$ cat src/rtl/hazard_stall_ctrl_pkg.sv
// Shared definitions for the semiMIPS hazard/stall controller: FSM encodings,
// pipeline control bundle and the load-use hazard detector.
package hazard_stall_ctrl_pkg;

    localparam int REG_W = 5;

    localparam logic [0:0] ST_RUN      = 1'b0;
    localparam logic [0:0] ST_MEM_WAIT = 1'b1;

    typedef struct packed {
        logic pcwrite;
        logic ifidwrite;
        logic ifidflush;
        logic idexwrite;
        logic idexbubble;
        logic exmemwrite;
        logic memwbbubble;
    } ctrl_t;

    localparam ctrl_t CTRL_RESET = '{pcwrite: 1'b0, ifidwrite: 1'b0, ifidflush: 1'b1,
                                     idexwrite: 1'b0, idexbubble: 1'b1, exmemwrite: 1'b0,
                                     memwbbubble: 1'b1};
    localparam ctrl_t CTRL_FREEZE = '{pcwrite: 1'b0, ifidwrite: 1'b0, ifidflush: 1'b0,
                                      idexwrite: 1'b0, idexbubble: 1'b0, exmemwrite: 1'b0,
                                      memwbbubble: 1'b1};
    localparam ctrl_t CTRL_FLOW = '{pcwrite: 1'b1, ifidwrite: 1'b1, ifidflush: 1'b0,
                                    idexwrite: 1'b1, idexbubble: 1'b0, exmemwrite: 1'b1,
                                    memwbbubble: 1'b0};

    // $0 is never a real destination, so a load into it cannot create a hazard.
    function automatic logic load_use(input logic             memrd,
                                      input logic [REG_W-1:0] exrt,
                                      input logic [REG_W-1:0] rs,
                                      input logic [REG_W-1:0] rt,
                                      input logic             usert);
        return memrd && (exrt != '0) && ((exrt == rs) || (usert && (exrt == rt)));
    endfunction

endpackage

$ cat src/rtl/hazard_stall_ctrl_mem_wait_timer.sv
// Data-memory wait timer: counts cycles spent in MEM_WAIT and raises a sticky
// error once an access has waited MEM_TIMEOUT cycles without completing.
module mem_wait_timer #(
    parameter int unsigned MEM_TIMEOUT = 255
) (
    input  logic clk,
    input  logic rst,
    input  logic start,
    input  logic hold,
    output logic memerr
);
    import hazard_stall_ctrl_pkg::*;

    logic [15:0] waitcnt_q, waitcnt_d;
    logic        memerr_q, memerr_d;

    always_comb begin
        waitcnt_d = waitcnt_q;
        memerr_d  = memerr_q;
        if (start) begin
            waitcnt_d = 16'd1;
        end else if (hold) begin
            if (waitcnt_q == 16'(MEM_TIMEOUT)) memerr_d = 1'b1;
            if (waitcnt_q != 16'hffff) waitcnt_d = waitcnt_q + 16'd1;
        end else begin
            waitcnt_d = '0;
        end
    end

    always_ff @(posedge clk) begin
        if (rst) begin
            waitcnt_q <= '0;
            memerr_q  <= 1'b0;
        end else begin
            waitcnt_q <= waitcnt_d;
            memerr_q  <= memerr_d;
        end
    end

    assign memerr = memerr_q;

endmodule

$ cat src/rtl/hazard_stall_ctrl.sv
// Pipeline sequencing controller: load-use stalls, taken-branch flushes and
// whole-pipeline freeze while data memory is busy.
//   state    | meaning
//   RUN      | pipeline flowing, hazards resolved combinationally
//   MEM_WAIT | data access outstanding, every stage frozen
module hazard_stall_ctrl #(
    parameter int unsigned MEM_TIMEOUT = 255,
    parameter int unsigned CNT_W       = 16
) (
    input  logic             clk,
    input  logic             rst,
    input  logic             idexmemrd,
    input  logic [4:0]       idexrt,
    input  logic [4:0]       ifidrs,
    input  logic [4:0]       ifidrt,
    input  logic             ifidusert,
    input  logic             branchtaken,
    input  logic             dmemreq,
    input  logic             dmemready,
    output logic             pcwrite,
    output logic             ifidwrite,
    output logic             ifidflush,
    output logic             idexwrite,
    output logic             idexbubble,
    output logic             exmemwrite,
    output logic             memwbbubble,
    output logic [CNT_W-1:0] stallcycles,
    output logic             memerr
);
    import hazard_stall_ctrl_pkg::*;

    logic [0:0]       state_q, state_d;
    logic [CNT_W-1:0] stall_q, stall_d;
    ctrl_t            ctrl;
    logic             frozen, timer_start, timer_hold;

    always_comb begin
        // In MEM_WAIT only a completed access releases the freeze; dmemready
        // without dmemreq never counts as completion.
        if (state_q == ST_MEM_WAIT) frozen = !(dmemreq && dmemready);
        else                        frozen = dmemreq && !dmemready;

        ctrl = CTRL_FLOW;
        if (frozen) begin
            ctrl = CTRL_FREEZE;
        end else if (branchtaken) begin
            ctrl.ifidflush  = 1'b1;
            ctrl.idexbubble = 1'b1;
        end else if (load_use(idexmemrd, idexrt, ifidrs, ifidrt, ifidusert)) begin
            ctrl.pcwrite    = 1'b0;
            ctrl.ifidwrite  = 1'b0;
            ctrl.idexbubble = 1'b1;
        end
        if (rst) ctrl = CTRL_RESET;

        state_d     = frozen ? ST_MEM_WAIT : ST_RUN;
        timer_start = frozen && (state_q == ST_RUN);
        timer_hold  = frozen && (state_q == ST_MEM_WAIT);

        stall_d = stall_q;
        if (!ctrl.pcwrite && (stall_q != '1)) stall_d = stall_q + 1'b1;
    end

    always_ff @(posedge clk) begin
        if (rst) begin
            state_q <= ST_RUN;
            stall_q <= '0;
        end else begin
            state_q <= state_d;
            stall_q <= stall_d;
        end
    end

    mem_wait_timer #(.MEM_TIMEOUT(MEM_TIMEOUT)) u_mem_wait_timer (
        .clk    (clk),
        .rst    (rst),
        .start  (timer_start),
        .hold   (timer_hold),
        .memerr (memerr)
    );

    assign pcwrite     = ctrl.pcwrite;
    assign ifidwrite   = ctrl.ifidwrite;
    assign ifidflush   = ctrl.ifidflush;
    assign idexwrite   = ctrl.idexwrite;
    assign idexbubble  = ctrl.idexbubble;
    assign exmemwrite  = ctrl.exmemwrite;
    assign memwbbubble = ctrl.memwbbubble;
    assign stallcycles = stall_q;

endmodule

$ cat config.mk
export PLATFORM = sky130hd
export DESIGN_NAME = hazard_stall_ctrl
export DESIGN_NICKNAME = d
export VERILOG_FILES = /design/src/rtl/hazard_stall_ctrl_pkg.sv /design/src/rtl/hazard_stall_ctrl_mem_wait_timer.sv /design/src/rtl/hazard_stall_ctrl.sv
export SDC_FILE = /design/constraint.sdc
export NUM_CORES = 1
export LEC_CHECK = 0
export CAP_MARGIN = 20
export CORE_ASPECT_RATIO = 1.1
export CORE_UTILIZATION = 35
export CTS_CLUSTER_SIZE = 12
export DETAILED_ROUTE_END_ITERATION = 8
export HOLD_SLACK_MARGIN = 0.05
export SLEW_MARGIN = 20
export SYNTH_ARGS = -nofsm -noshare
export SYNTH_HDL_FRONTEND = slang
export SYNTH_HIERARCHICAL = 1
export SYNTH_SLANG_ARGS = --single-unit
$ cat constraint.sdc
create_clock -name clk -period 2.8 [get_ports clk]
set_input_delay 0.42 -clock clk [delete_from_list [all_inputs] [get_ports clk]]
set_output_delay 0.42 -clock clk [all_outputs]
set_load 0.01 [all_outputs]
* After elaboration in Yosys (flattened, before gate mapping)
Cells that the tools add are included.
Word-level totals: input bits 22, output and inout port bits 24, word-level logic and storage cells 46, register bits after elaboration 34
Operators by class: equal/unequal tests 6, muxes and demuxes 15, bitwise logic cells 3, reduce and logical (&&, ||, !) cells 15, add/sub/neg operators 2
Operator list (count):
- $add A16 B1 Y16 const B | 2
- $ne A16 B16 Y1 const B | 2
- $eq A16 B8 Y1 const B | 1
- $eq A5 B5 Y1 | 2
- $mux W1 | 10
- $logic_and A1 B1 Y1 | 8
- $mux W7 | 1
- $mux W2 | 3
- $reduce_bool A5 Y1 | 1
- $logic_not A1 Y1 | 3
- $mux W3 | 1
- $ne A3 B2 Y1 const B | 1
- $not A1 Y1 | 3
- $reduce_and A3 Y1 | 1
- $reduce_or A3 Y1 | 1
- $logic_or A1 B1 Y1 | 1

* Longest topological paths before layout
Gate-level depths: netlist of run 1.
word-level depth 10, depth in mapped cells 9, mapped depth without buffers 8

* By module
Netlist of run 1, hierarchy kept.
Modules (own cells, without submodules):
- hazard_stall_ctrl | seq. area each 340.3 um^2, times used 1, cells each 141, area an instance 1142.3 um^2
- mem_wait_timer | seq. area each 340.3 um^2, times used 1, cells each 100, area an instance 900.9 um^2

* Worst setup path before layout of run 1
Ideal clock, no wire load.
kind input-to-output, from input idexrt[4], to output pcwrite, buffers on the path 2, cell stages on the path 7, path slack 0.572 ns, data required time 2.380 ns, arrival 1.808 ns, cell sequence xor2_1 -> nor4_2 -> a32oi_2 -> o31ai_4 -> inv_2 -> buf_2 -> buf_4
On the way: longest elaborated chain between the ends 8, elaborated cells on any way between the ends 11, those cells by class eq/ne: 2; mux: 4; reduce/logical: 5
Ends and longest elaborated chain:
- start: declaration | RTL line hazard_stall_ctrl.sv:13 | input logic [4:0] idexrt,
- $eq A5 B5 Y1 | RTL line hazard_stall_ctrl_pkg.sv:36 | return memrd && (exrt != '0) && ((exrt == rs) || (usert && (exrt == rt)));
- $logic_and A1 B1 Y1 | RTL line hazard_stall_ctrl_pkg.sv:36
- $logic_or A1 B1 Y1 | RTL line hazard_stall_ctrl_pkg.sv:36
- $logic_and A1 B1 Y1 * | RTL line hazard_stall_ctrl_pkg.sv:36
- $mux W2 * | RTL line hazard_stall_ctrl.sv:49 | end else if (load_use(idexmemrd, idexrt, ifidrs, ifidrt, ifidusert)) begin
- $mux W2 * | RTL line hazard_stall_ctrl.sv:46 | end else if (branchtaken) begin
- $mux W3 * | RTL line hazard_stall_ctrl.sv:44 | if (frozen) begin
- $mux W7 * | RTL line hazard_stall_ctrl.sv:54 | if (rst) ctrl = CTRL_RESET;
- end: declaration | RTL line hazard_stall_ctrl.sv:20 | output logic pcwrite,
Every way passes the cells marked *; elsewhere a longest branch is shown, timed or not.

* Worst setup path after layout of run 1
from input idexrt[2], to output ifidwrite
On the way: longest elaborated chain between the ends 8, elaborated cells on any way between the ends 11, those cells by class eq/ne: 2; mux: 4; reduce/logical: 5
Ends and longest elaborated chain:
- $eq A5 B5 Y1 | RTL line hazard_stall_ctrl_pkg.sv:36
- $logic_and A1 B1 Y1 | RTL line hazard_stall_ctrl_pkg.sv:36
- $logic_or A1 B1 Y1 | RTL line hazard_stall_ctrl_pkg.sv:36
- $logic_and A1 B1 Y1 * | RTL line hazard_stall_ctrl_pkg.sv:36
- $mux W2 * | RTL line hazard_stall_ctrl.sv:49
- $mux W2 * | RTL line hazard_stall_ctrl.sv:46
- $mux W3 * | RTL line hazard_stall_ctrl.sv:44
- $mux W7 * | RTL line hazard_stall_ctrl.sv:54
- end: declaration | RTL line hazard_stall_ctrl.sv:21 | output logic ifidwrite,
Marks and branches as above.

==> results of run 1 <==
==> worst register-to-register path, delay by kind of cell (launching register included) <==
kind	cells	cell delay [ps]
AOI/OAI and AO/OA	1	180
DFF	1	430
and+or+nand+nor	4	970
muxes	1	350
==> through the flow <==
stage / area (sq um) / TNS, ps
after floorplan: 2043 / 0
after global placement: 2676 / -217.6
after detailed placement: 2676 / -502.7
after CTS: 2755 / 0
after global routing: 2755 / 0
final: 2755 / 0
==> state kept, by name (all words and copies together), names as in the netlist <==
signal,cells
stallcycles,16
u_mem_wait_timer/waitcnt_q,16
state_q,1
u_mem_wait_timer/memerr,1
==> cell families (layout without fill, tap and decap cells) <==
kind of cell,Yosys count,after routing,synth area share
flip-flops,34,34,0.3331
multiplexers,5,5,0.02694
AO/OA/AOI/OAI,62,62,0.2119
AND/OR/NAND/NOR,109,109,0.3307
buffers and inverters,18,76,0.03796
adder cells (fa/ha/maj),2,2,0.01225
XOR/XNOR,11,11,0.04716
==> power breakdown <==
group          leakage, uW  internal (uW)  switching (uW)  total, uW
clock network    0.0000431            189             161        350
logic             0.000648           83.1            64.6        148
registers         0.000275            490            6.54        496
==> cell usage in the layout, fill, tap and decap left out, types with 8 or more instances in the layout <==
cell             count
a21oi_1             18
or3_1                9
xor2_1               9
nand3_1             14
buf_4               15
or4_1                8
inv_1                8
o21ai_0             11
nor2_1              21
clkdlybuf4s50_1     42
dfxtp_1             34
nand2_1             11
nor3_1               8
==> per-layer routing <==
metal | GRT usage | wire, um | vias up
met3 | 0.03883 | 136 | 2
li1 | - | - | 1042
met4 | 0.04528 | 19 | 0
met2 | 0.3234 | 2600 | 31
met5 | 0 | 0 | -
met1 | 0.2129 | 2365 | 951
==> repair_timing <==
item | CTS | global route
endpoints found under the setup margin | 3 | 0
setup buffers | 0 | 0
resized for setup | 3 | 0
==> layout make-up <==
cell class | instances | share of cell area
multi-input combinational | 189 | 0.4664
sequential | 34 | 0.2470
timing repair buffer | 61 | 0.2103
tap | 75 | 0.03406
clock buffer | 6 | 0.02997
inverter | 9 | 0.01226
==> worst paths after layout <==
kind	from	endpoint	slack [ps]
setup reg to reg	stallcycles[12]	stallcycles[9]	750
setup / recovery	idexrt[2]	ifidwrite	150
hold reg to reg	u_mem_wait_timer/memerr	u_mem_wait_timer/memerr	470
hold / removal	u_mem_wait_timer/memerr	u_mem_wait_timer/memerr	470
==> metrics.md, run 1 <==
| Metric | Value |
|---|---|
| FMAX | between 0.3 and 0.4 GHz |
| Max incr delay on CP | ~470 ps |
| Dominant cell type by area after synthesis | dfxtp_1 |
| P&R area growth vs syn | 34.84% |
| Number of synthesized flops with an enable pin | 0 |
| Hold WS | 474.8 ps |
| Status | finished clean |
| Slowest cell on crit path | clkdlybuf4s50_1 |
| Critical Path RT | roughly 2400 ps |
| Clock slew at reported path FFs | about 60 ps |
| Pre-antenna DRT Iters | 4 |
| Asr flop ratio synth | 0 |
| Dpl hpwl | 3878 um |
| Most frequent cells after synthesis | dfxtp_1, nor2_1, a21oi_1 |
| Hold path cells | 2 |
| Max-slew violations | 0 |
| Crit Path Class | in -> out |
| Pwr/cell area | between 300 and 400 mW/mm^2 |
| CTS tree | done |
| Vias per cell | 5.417 |
| Port Buffers | 45 |
| DR iter-0 viols | 70 |
| Worst path bufs/invs | 3 |
| Final net count | between 300 and 400 |
| Die area | just over 0.006 sq mm |
| Fin crit share | 0.9475 |
| Total power | about 1000 uW |
| Final Core Density | 0.5009 |
| Detailed-route via count | 2026 |
| Synth top area share | 0.3331 |
| Routed wire length | approximately 5000 um |
| Levels on crit path | 7 |
| Largest net degree at the start of global routing | 28 |
| Height of the die | ~82 um |
| Seq cells post-synth | 34 |
| Hold Crit Class | reg -> reg |
| Mean Syn Cell Area | approximately 8.5 sq um |
| Slew @ Worst Pin | 428.0 ps |
| Global-route wire length before repair | between 8000 and 9000 um |
| # placed instances | 368 |
| Initial antenna violation count | 0 |
| Syn Nets | between 200 and 300 |
| Critical-path cell list | clkdlybuf4s50_1 > xor2_1 > nor4_2 > a32oi_2 > o31ai_4 > inv_2 > dlygate4sd2_1 |
| Delay-heaviest family, CP | buffers and inverters |
| Crit path DAT | 2230 ps |
| P_leak | 0.0009661 uW |
| Ranking of synthesized cells by area | dfxtp_1, a21oi_1, nor2_1, xor2_1, nand3_1 |
| Wire length per cell | 13.69 um |
| Core area | ~0.0055 sq mm |
| VDD IR max | 0.2303 mV |
| Setup crit start kind | input port |
| Slew headroom | 0.7121 |
| Crit path time final | about 2700 ps |
| Storage element area | between 600 and 700 sq um |
| # rows | 28 |
| Ys Warns | 6 |
| H-tree levels | 2 |
| Antenna Nets Post-Route | 0 |
| Most common cell in the netlist | dfxtp_1 |
| Post-CTS Hold Buffers | 0 |
| Synth Flop Type | dfxtp_1 |
| Aggregate global routing overflow | 0 |
| DRC Markers | 0 |
| CP Max Fanout | 4 |
| Clk_lat worst skew | 280 ps |
| Pre-CTS WS | -127.3 ps |
| Fin cells | 374 |
| Multi-input combinational cell area | roughly 0.0013 sq mm |
| Clock tree sinks | 34 |
| GR Util All Layers | 0.1791 |
| Seq/Total Area, Yosys | 0.3331 |
| Number of diodes | 0 |
| RSZ-0062 raised after global routing | false |
| Endpoints failing setup | 0 |
| Mapped Cells | between 200 and 250 |
| CTS Buf Count | 5 |
| Share of layout cells above drive strength 1 | 0.1405 |
| Root Buffer | clkbuf_8 |
| Clk buf depth | 2 |
| Die X | ~75 um |
| Yosys cell types | 53 |
| Max cap viols | 0 |
| R2r worst-path depth | 6 |
| CP Capture Type | output port |
| Post-Syn Area | around 0.0020 sq mm |
| Initial core utilization | 0.3715 |
| Top-level port count | 46 |
| Routability cong. | 0.8418 |
| Final Hold Vio Count | 0 |
| Fillers | 552 |
| Worst Clk Skew | between 6 and 7 ps |
| Vias in the first global route | ~1900 |
| Final setup margin | approximately 150 ps |
Note: power is estimated with default switching activity, not from simulation.
==> run 2: changes to the inputs <==
--- a/config.mk
+++ b/config.mk
@@ -6,13 +6,15 @@
 export NUM_CORES = 1
 export LEC_CHECK = 0
 export CAP_MARGIN = 20
+export CELL_PAD_IN_SITES_DETAIL_PLACEMENT = 0
+export CELL_PAD_IN_SITES_GLOBAL_PLACEMENT = 2
 export CORE_ASPECT_RATIO = 1.1
-export CORE_UTILIZATION = 35
+export CORE_UTILIZATION = 29
 export CTS_CLUSTER_SIZE = 12
 export DETAILED_ROUTE_END_ITERATION = 8
 export HOLD_SLACK_MARGIN = 0.05
+export PLACE_DENSITY_LB_ADDON = 0.1
 export SLEW_MARGIN = 20
 export SYNTH_ARGS = -nofsm -noshare
 export SYNTH_HDL_FRONTEND = slang
-export SYNTH_HIERARCHICAL = 1
 export SYNTH_SLANG_ARGS = --single-unit
==> metrics.md, run 2 <==
| Metric | Value |
|---|---|
| Largest net degree at the start of global routing | 31 |
| R2r worst-path depth | 7 |
| Storage element area | between 600 and 700 sq um |
| Setup Fix Bufs, Post-CTS | 0 |
| Clk_lat worst skew | roughly 290 ps |
| Crit Path Class | in -> out |
| Mean Syn Cell Area | approximately 8.6 sq um |
| # rows | 30 |
| VDD IR max | roughly 0.22 mV |
| Clock slew at reported path FFs | around 60 ps |
| Endpoints failing setup | 0 |
| Internal | 762.0 uW |
| Multi-input combinational cell area | about 0.0011 sq mm |
| Antenna Nets Post-Route | 0 |
| Worst Clk Skew | around 11 ps |
| Most common cell in the netlist | dfxtp_1 |
| Crit. Startpoint | idexrt[4] |
| P_sw | 240.2 uW |
| Status | finished clean |
| Max cap viols | 0 |
| Seq/Total Area, Yosys | 0.3563 |
| Crit path DAT | 2230 ps |
| Syn Nets | roughly 250 |
| Dominant cell type by area after synthesis | dfxtp_1 |
| Commonest non-fill, non-tap cell in the layout | clkdlybuf4s50_1 |
| Fin crit share | 0.9468 |
| Number of diodes | 0 |
| Die X | between 70 and 80 um |
| Asr flop ratio synth | 0 |
| P_leak | around 0.00083 uW |
| Pre-antenna DRT Iters | 6 |
| Comb pwr share | 0.130 |
| CP Capture Type | output port |
| Critical Path RT | 2380 ps |
| Pre-CTS WS | around 36 ps |
| GR Util All Layers | 0.1469 |
| Slew @ Worst Pin | about 510 ps |
| Initial antenna violation count | 0 |
| Ys Warns | 0 |
| Clock tree sinks | 34 |
| Vias in the first global route | roughly 1700 |
| Slew headroom | 0.6541 |
| Number of synthesized flops with an enable pin | 0 |
| Fillers | 644 |
| Initial core utilization | 0.3048 |
| # placed instances | ~340 |
| Crit Reg-Reg Startpoint | u_mem_wait_timer.waitcnt_q[0] |
| Hold Crit Class | reg -> reg |
| Ranking of synthesized cells by area | dfxtp_1, xnor2_1, nand2_1, or4_1, a21oi_1 |
| DRC Markers | 0 |
| Height of the die | between 80 and 90 um |
| Mapped Cells | 222 |
| Dpl hpwl | ~3400 um |
| Core area | ~0.0063 sq mm |
| Pwr/cell area | just under 400 mW/mm^2 |
| Final Hold Vio Count | 0 |
| Yosys cell types | between 40 and 50 |
| Sw frac | 0.2397 |
| Routability cong. | 0.7009 |
| R2R Setup Slk | 730 ps |
| Most frequent cells after synthesis | dfxtp_1, nand2_1, nor2_1 |
| Hold_sp | state_q |
| Top-level port count | 46 |
| Clk pwr share | 0.375 |
| Crit path time final | ~2700 ps |
| Setup crit start kind | input port |
| Aggregate global routing overflow | 0 |
| Die area | 0.006917 sq mm |
| RSZ-0062 raised after global routing | false |
| Share of layout cells above drive strength 1 | 0.1107 |
| Final setup margin | around 150 ps |
| CP Max Fanout | 2 |
| Fin cells | about 350 |
| Detailed-route via count | 1760 |
| Synth top area share | 0.3563 |
| Post-Syn Area | around 0.0019 sq mm |
| P&R area growth vs syn | 32.22% |
| Synth Flop Type | dfxtp_1 |
| Dpl cell area | between 0.002 and 0.0025 sq mm |
| Share of power burned in registers | 0.496 |
| Routed wire length | about 4600 um |
| Final net count | slightly below 300 |
| Highest-count cells in the layout ignoring fill and taps | clkdlybuf4s50_1, dfxtp_1, nand2_1, nor2_1, a21oi_1 |
| DR iter-0 viols | 58 |
| H-tree levels | 2 |
| Setup TNS | 0 ps |
| Hold WS | 486.3 ps |
| Vias per cell | around 5.0 |
| Root Buffer | clkbuf_8 |
| Seq cells post-synth | 34 |
| Final instance area | 0.002526 sq mm |
| R2r endpoint | u_mem_wait_timer.waitcnt_q[7] |
| CP Capture Point | idexbubble |
| CTS tree | done |
| Wire length per cell | between 10 and 15 um |
| Port Buffers | 45 |
| Max-slew violations | 0 |
| Global-route wire length before repair | ~7800 um |
| FMAX | roughly 0.38 GHz |
| CTS Buf Count | 5 |
| Clk buf depth | 2 |
==> run 2: cell types whose count changed after synthesis, moves of 3 or more <==
cell and delta:
xnor2_1 +13, nand2_1 +12, o21ai_0 -8, or3_1 -7
a31oi_1 -4, inv_1 -4, mux2_2 -4, nand4_1 +4
o31ai_1 +4, clkbuf_1 -3, nor2_1 -3, o41ai_1 -3
or4_1 +3
==> run 2: worst min-delay path by stage <==
| stage | cells past startpoint | slack, ps | endpoint |
|---|---|---|---|
| 5_1_grt | 2 | 500 | u_mem_wait_timer.waitcnt_q[1] |
| 3_5_place_dp | 2 | 480 | u_mem_wait_timer.waitcnt_q[1] |
| 3_3_place_gp | 2 | 470 | u_mem_wait_timer.waitcnt_q[1] |
| 4_1_cts | 2 | 490 | u_mem_wait_timer.waitcnt_q[1] |
| 6_report | 1 | 490 | u_mem_wait_timer.waitcnt_q[0] |
| 2_1_floorplan | 1 | 450 | u_mem_wait_timer.waitcnt_q[0] |
==> run 2: what timing repair did <==
action	4_1_cts	5_1_grt
gates resized for setup	0	2
hold buffers	0	0
endpoints found under the hold margin	0	0
endpoints found under the setup margin	0	2
==> run 2: routing by layer <==
metal	vias up	share of wire	track usage
met1	820	0.46	0.1708
met4	0	0.020	0.07107
li1	906	-	-
met2	24	0.49	0.2555
met5	-	0	0
met3	10	0.026	0.03037
==> run 2: cell type report <==
type	count	share of cell area
Tap cell	80	0.03962
Clock buffer	7	0.03418
Multi-Input combinational cell	172	0.4448
Inverter	4	0.005944
Sequential cell	34	0.2694
Timing Repair Buffer	53	0.2041
Clock inverter	1	0.001981
==> run 2: cell families (layout without fill, tap and decap cells) <==
family	after synthesis	after routing	share of synthesized area
AO/OA/AOI/OAI	41	41	0.1447
XOR/XNOR	22	22	0.1009
adder cells (fa/ha/maj)	2	2	0.01310
buffers and inverters	16	65	0.05566
flip-flops	34	34	0.3563
multiplexers	2	2	0.01572
AND/OR/NAND/NOR	105	105	0.3137
==> run 2: through the flow <==
step / utilization / power (uW)
5_1_grt: 0.4030 / 1056
6_report: 0.4030 / 1002
4_1_cts: 0.4022 / 1032
3_5_place_dp: 0.3876 / 640.2
3_3_place_gp: 0.3876 / 640.1
2_1_floorplan: - / 577.1
==> run 2: critical path, cell delays in order <==
cell and delay (ps):
clkdlybuf4s50_1 420, buf_4 150, xnor2_1 140, nand3_1 110, o22ai_2 260, nand3b_1 110
nand2b_1 90, clkdlybuf4s50_1 540
==> run 2: power groups by stage <==
stage,Combinational [uW],Clock [uW],Sequential (uW)
after floorplan,69.1,0,508
after global placement,132,0,508
after detailed placement,132,0,508
after CTS,133,402,497
after global routing,143,415,498
final,130,376,497
